===== src/rtl/video_shifter.sv =====
`timescale 1ns/1ps
// -----------------------------------------------------------------------------
// video_shifter
//
// Pixel output stage that sits directly after video_gen. It captures the
// screen code fetched from video RAM, forms the character ROM address,
// captures the glyph row fetched from the ROM and shifts it out MSB-first,
// one pixel per pixel_en. Reverse video (code bit 7), global inversion and
// blanking are applied on the way out. The sync inputs and the display-enable
// pass through the same one-character pipeline stage as the pixels, so they
// stay aligned with the cell they frame.
//
// Ports
//   clk16             in   16 MHz system clock
//   reset_n           in   asynchronous active-low reset
//   pixel_en          in   pixel-rate enable, one clk16 wide, every 2nd clk16
//   video_ram_strobe  in   data_in carries the screen code this cycle
//   video_rom_strobe  in   data_in carries the glyph row this cycle
//   data_in[7:0]      in   shared fetch data bus
//   ra[ROW_BITS-1:0]  in   glyph row within the character cell
//   graphic           in   character-set select (ROM address MSB)
//   invert            in   global screen inversion
//   h_active,v_active in   display-enable inputs
//   h_sync,v_sync     in   sync inputs
//   rom_addr          out  {graphic, code[6:0], ra}
//   video             out  serialized pixel, 1 = lit
//   h_sync_out        out  h_sync delayed one character time
//   v_sync_out        out  v_sync delayed one character time
//   underrun          out  sticky: a cell was loaded with no glyph fetched
// -----------------------------------------------------------------------------
module video_shifter #(
    parameter int CHAR_WIDTH = 8,
    parameter int ROW_BITS   = 3
) (
    input  logic                  clk16,
    input  logic                  reset_n,
    input  logic                  pixel_en,
    input  logic                  video_ram_strobe,
    input  logic                  video_rom_strobe,
    input  logic [7:0]            data_in,
    input  logic [ROW_BITS-1:0]   ra,
    input  logic                  graphic,
    input  logic                  invert,
    input  logic                  h_active,
    input  logic                  v_active,
    input  logic                  h_sync,
    input  logic                  v_sync,
    output logic [ROW_BITS+7:0]   rom_addr,
    output logic                  video,
    output logic                  h_sync_out,
    output logic                  v_sync_out,
    output logic                  underrun
);

    localparam int              CW       = (CHAR_WIDTH > 2) ? $clog2(CHAR_WIDTH) : 1;
    localparam logic [CW-1:0]   CNT_LAST = CW'(CHAR_WIDTH - 1);

    // Fetch-side registers (next cell)
    logic [6:0]    code;
    logic          rev_next;
    logic [7:0]    glyph_next;
    logic          pend;

    // Display-side registers (current cell)
    logic [CW-1:0] cnt;
    logic          act_prev;
    logic [7:0]    shreg;
    logic          rev;
    logic          act_d;
    logic          hs_d;
    logic          vs_d;

    logic          ram_cap;
    logic          rom_cap;
    logic          active_now;
    logic          active_rise;
    logic          load;

    logic [7:0]    sh_next;
    logic          rev_sel;
    logic          act_sel;

    // A RAM strobe always wins; a ROM strobe in the same cycle is discarded.
    assign ram_cap     = video_ram_strobe;
    assign rom_cap     = video_rom_strobe & ~video_ram_strobe;

    assign active_now  = h_active & v_active;
    // act_prev holds the display-enable seen at the previous pixel_en.
    assign active_rise = active_now & ~act_prev;
    assign load        = pixel_en & ((cnt == CNT_LAST) | active_rise);

    // ------------------------------------------------------------------
    // Code capture and ROM address
    // ------------------------------------------------------------------
    always_ff @(posedge clk16 or negedge reset_n) begin
        if (!reset_n) begin
            code     <= '0;
            rev_next <= 1'b0;
        end else if (ram_cap) begin
            code     <= data_in[6:0];
            rev_next <= data_in[7];
        end
    end

    // Loaded straight from the bus on the strobe so the address is valid one
    // clk16 after it; otherwise it follows graphic/ra against the held code.
    always_ff @(posedge clk16 or negedge reset_n) begin
        if (!reset_n) begin
            rom_addr <= '0;
        end else if (ram_cap) begin
            rom_addr <= {graphic, data_in[6:0], ra};
        end else begin
            rom_addr <= {graphic, code, ra};
        end
    end

    // ------------------------------------------------------------------
    // Glyph capture and pending flag
    // ------------------------------------------------------------------
    always_ff @(posedge clk16 or negedge reset_n) begin
        if (!reset_n) begin
            glyph_next <= 8'h00;
        end else if (rom_cap) begin
            glyph_next <= data_in;
        end
    end

    // A glyph arriving on the same edge as a load belongs to the next cell,
    // so the set takes priority over the clear.
    always_ff @(posedge clk16 or negedge reset_n) begin
        if (!reset_n) begin
            pend <= 1'b0;
        end else begin
            if (load) begin
                pend <= 1'b0;
            end
            if (rom_cap) begin
                pend <= 1'b1;
            end
        end
    end

    always_ff @(posedge clk16 or negedge reset_n) begin
        if (!reset_n) begin
            underrun <= 1'b0;
        end else if (load && !pend) begin
            underrun <= 1'b1;
        end
    end

    // ------------------------------------------------------------------
    // Pixel counter; the first rise of the display-enable realigns the cell
    // grid so that the rise pixel is the first pixel of a cell.
    // ------------------------------------------------------------------
    always_ff @(posedge clk16 or negedge reset_n) begin
        if (!reset_n) begin
            cnt      <= '0;
            act_prev <= 1'b0;
        end else if (pixel_en) begin
            act_prev <= active_now;
            if (active_rise || (cnt == CNT_LAST)) begin
                cnt <= '0;
            end else begin
                cnt <= cnt + CW'(1);
            end
        end
    end

    // ------------------------------------------------------------------
    // Next state of the display pipeline. The video register is computed
    // from these next values so the first pixel of a cell appears on the
    // same edge that loads the cell and its syncs.
    // ------------------------------------------------------------------
    always_comb begin
        sh_next = {shreg[6:0], 1'b0};
        rev_sel = rev;
        act_sel = act_d;
        if (load) begin
            sh_next = pend ? glyph_next : 8'h00;
            rev_sel = rev_next;
            act_sel = active_now;
        end
    end

    always_ff @(posedge clk16 or negedge reset_n) begin
        if (!reset_n) begin
            shreg <= 8'h00;
            rev   <= 1'b0;
            act_d <= 1'b0;
            video <= 1'b0;
        end else if (pixel_en) begin
            shreg <= sh_next;
            rev   <= rev_sel;
            act_d <= act_sel;
            // Blanked cells stay dark whatever the reverse/invert state.
            video <= act_sel & (sh_next[7] ^ rev_sel ^ invert);
        end
    end

    always_ff @(posedge clk16 or negedge reset_n) begin
        if (!reset_n) begin
            hs_d <= 1'b0;
            vs_d <= 1'b0;
        end else if (load) begin
            hs_d <= h_sync;
            vs_d <= v_sync;
        end
    end

    assign h_sync_out = hs_d;
    assign v_sync_out = vs_d;

endmodule


===== config.mk =====
export PLATFORM = sky130hd
export DESIGN_NAME = video_shifter
export DESIGN_NICKNAME = d
export VERILOG_FILES = /design/src/rtl/video_shifter.sv
export SDC_FILE = /design/constraint.sdc
export NUM_CORES = 1
export LEC_CHECK = 0
export ABC_CLOCK_PERIOD_IN_PS = 2080
export CORE_UTILIZATION = 40
export DETAILED_ROUTE_END_ITERATION = 6
export PLACE_DENSITY = 0.65
export RECOVER_POWER = 100
export SLEW_MARGIN = 20
export SYNTH_ARGS = -nofsm -noshare
export SYNTH_HDL_FRONTEND = slang
export SYNTH_SLANG_ARGS = --single-unit
export TNS_END_PERCENT = 100

===== constraint.sdc =====
create_clock -name clk16 -period 2.08 [get_ports clk16]
set_input_delay 0.416 -clock clk16 [delete_from_list [all_inputs] [get_ports clk16]]
set_output_delay 0.416 -clock clk16 [all_outputs]
set_load 0.02 [all_outputs]

==> impl_metrics.json <==
{
  "status": "complete, no violations",
  "fmax_mhz": 545.0,
  "fin_util": 0.5531,
  "postCtsResizedCells": 0,
  "setup_viol": 0,
  "crit_buf_inv": 0,
  "worstPathArrival_ns": 2.01,
  "crit_type": "reg2reg",
  "diodes": 0,
  "postCtsSetupBuffers": 0,
  "vias": 1137,
  "coreArea_sq_um": 4144,
  "yosysMostFrequentCell": "dfrtp_1",
  "crit_family": "simple AND/OR/NAND/NOR gates",
  "cpPeakStageDelay_ns": 0.40,
  "ys.warnings.count": 0,
  "endpoint_kind": "flop",
  "final_area_sq_um": 2292,
  "sw_frac_of_total": 0.2744,
  "wirelength_um": 3165,
  "pwr-share-comb": 0.221,
  "numCtsBuffers": 5,
  "synth_edf_count": 0,
  "crit_chain": "ha_1 > ha_1 > or2_0 > nand2_8 > mux2_1",
  "vias_per_cell": 5.009,
  "yosys_register_bits": 45,
  "netlist_instances": 134,
  "hold_path_class": "in2async",
  "p_switching_uw": 639.4,
  "hold_buffers": 0,
  "cts_max_level": 2,
  "cp-start-kind": "flop",
  "synth.top_cells.by_area": "dfrtp_1, mux2_2, nand3_1",
  "p_clk_frac": 0.290,
  "vdd_drop_max_mv": 0.5035,
  "maxSlewHeadroom": 0.2184,
  "numPortBuffers": 36,
  "fin_cells": 227,
  "grt_use_total": 0.1626,
  "clock_skew_ns": 0.004356,
  "synth_top_area_frac": 0.6342,
  "place_congestion": 0.7214,
  "drt_first_pass_iters": 3,
  "drt_iter0_markers": 32,
  "setup_tns_ns": 0,
  "cts_max_path_buffers": 2,
  "chipWidth_um": 68.63,
  "cp_slowest_cell": "dfrtp_1",
  "antenna_found_initial": 0,
  "required_ns": 2.25,
  "rsz0062_at_grt": "no",
  "syn_to_final_growth_pct": 29.11,
  "crit_top_cell": "ha_1",
  "cts_tree": "yes",
  "start_util": 0.4284,
  "clk_pin_slew_ns": 0.08,
  "rows": 23,
  "die_h_um": 68.63,
  "post-route-drc-count": 0,
  "slew_viol_final": 0,
  "synth_common_cells": "dfrtp_1, mux2_2, nand3_1",
  "cts.sinks": 45,
  "synth_area_sq_um": 1775,
  "maxCapViolCount": 0,
  "powerDensity_nw_per_um2": 1016,
  "grt_pass1_wl_um": 5368,
  "antenna_left": 0,
  "dieArea_sq_um": 4709,
  "p_seq_frac": 0.489,
  "clk_latency_ns": 0.29,
  "avgSynthCellArea_sq_um": 13.25,
  "grt_max_degree": 25,
  "layout.nets": 200,
  "hpwl_um": 2272,
  "yosysTopAreaCell": "dfrtp_1",
  "leakage_uw": 0.0009866,
  "timing.final.crit_share": 0.8822,
  "async_flop_share": 1.000,
  "layout-drive-gt1-share": 0.1582,
  "cp_max_fo": 7,
  "placed_cells": 219,
  "grt_pass1_vias": 1167,
  "worst_pin_slew_ns": 1.172,
  "cts_root_buf": "clkbuf_8",
  "fin_crit_ns": 1.835,
  "overflow": 0,
  "wire_per_inst_um": 13.94,
  "hold_violations": 0,
  "synth_nets": 158,
  "ys_seq_area_frac": 0.6342,
  "yosysUniqueCellTypes": 31,
  "synth_ff_type": "dfrtp_1",
  "ios": 37,
  "p_int_uw": 1690,
  "place_area_sq_um": 2212
}
[power groups by stage]
stage	Clock (uW)	Sequential (uW)	Combinational (uW)
2_1_floorplan	0	1200	296
3_3_place_gp	0	1150	551
3_5_place_dp	0	1160	577
4_1_cts	694	1150	578
5_1_grt	723	1170	578
6_report	675	1140	515
[sequential cells by signal (all words and copies together) (netlist names)]
register	cells
video	1
act_d	1
v_sync_out	1
h_sync_out	1
underrun	1
glyph_next	8
rom_addr	11
cnt	3
rev_next	1
act_prev	1
pend	1
rev	1
code	7
shreg	7
[per-stage QoR]
step / total power, uW / hold slack (ns) / setup WS (ns)
detailed placement: 1738 / 0.4182 / 0.09879
floorplan: 1492 / 0.1204 / 0.3932
finish: 2330 / 0.3317 / 0.2450
global route: 2467 / 0.4528 / 0.1561
CTS: 2418 / 0.09360 / 0.2926
global placement: 1705 / 0.4077 / 0.1298
[logic make-up (layout without fill, tap and decap cells)]
family	count (synthesis)	count (layout)	share of synthesized area
DFF	45	45	0.6342
and+or+nand+nor	36	36	0.1092
muxes	20	20	0.1332
AOI/OAI and AO/OA	18	18	0.07189
buffers and inverters	12	55	0.03242
adders and majority gates	2	2	0.01409
xor gates and xnor gates	1	1	0.004934
[worst paths after layout]
kind / startpoint / to / slack (ns) / depth (start not counted)
min in group clk16: underrun / underrun / 0.48 / 1
max: cnt[0] / h_sync_out / 0.25 / 5
max reg2reg: cnt[0] / h_sync_out / 0.25 / 5
min: reset_n / rom_addr[10] / 0.33 / 1
min reg2reg: underrun / underrun / 0.48 / 1
max in group asynchronous: reset_n / rev_next / 0.54 / 2
[routing by layer]
metal | share of wire | global-route usage
met1 | 0.47 | 0.2011
met5 | 0 | 0
met2 | 0.48 | 0.2623
met4 | 0.013 | 0.07813
met3 | 0.042 | 0.04441
[layout by cell type (no fill, tap or decap), drive strengths merged]
cell type / n
nor2b: 2
nor2: 9
bufinv: 1
ha: 2
dlygate4sd3: 21
or2: 1
nand2b: 1
a21o: 1
xor2: 1
nand3: 10
clkbuf: 10
o311ai: 1
mux2: 20
buf: 3
o22ai: 2
dfrtp: 45
nor3: 1
nand3b: 2
o211a: 1
o2111ai: 1
clkinvlp: 1
a21bo: 1
o21ai: 3
clkdlybuf4s50: 14
inv: 5
a22o: 1
and3b: 1
nand2: 9
a31oi: 6
o21bai: 1
[final cells by class]
class / instances / area (sq um)
Tap cell: 50 / 62.56
Clock buffer: 6 / 82.58
Multi-Input combinational cell: 77 / 575.6
Inverter: 5 / 18.77
Clock inverter: 2 / 37.54
Timing Repair Buffer: 42 / 389.1
Fill cell: 381 / 1852
Sequential cell: 45 / 1126
No activity file was read; power rests on OpenSTA's default activity.
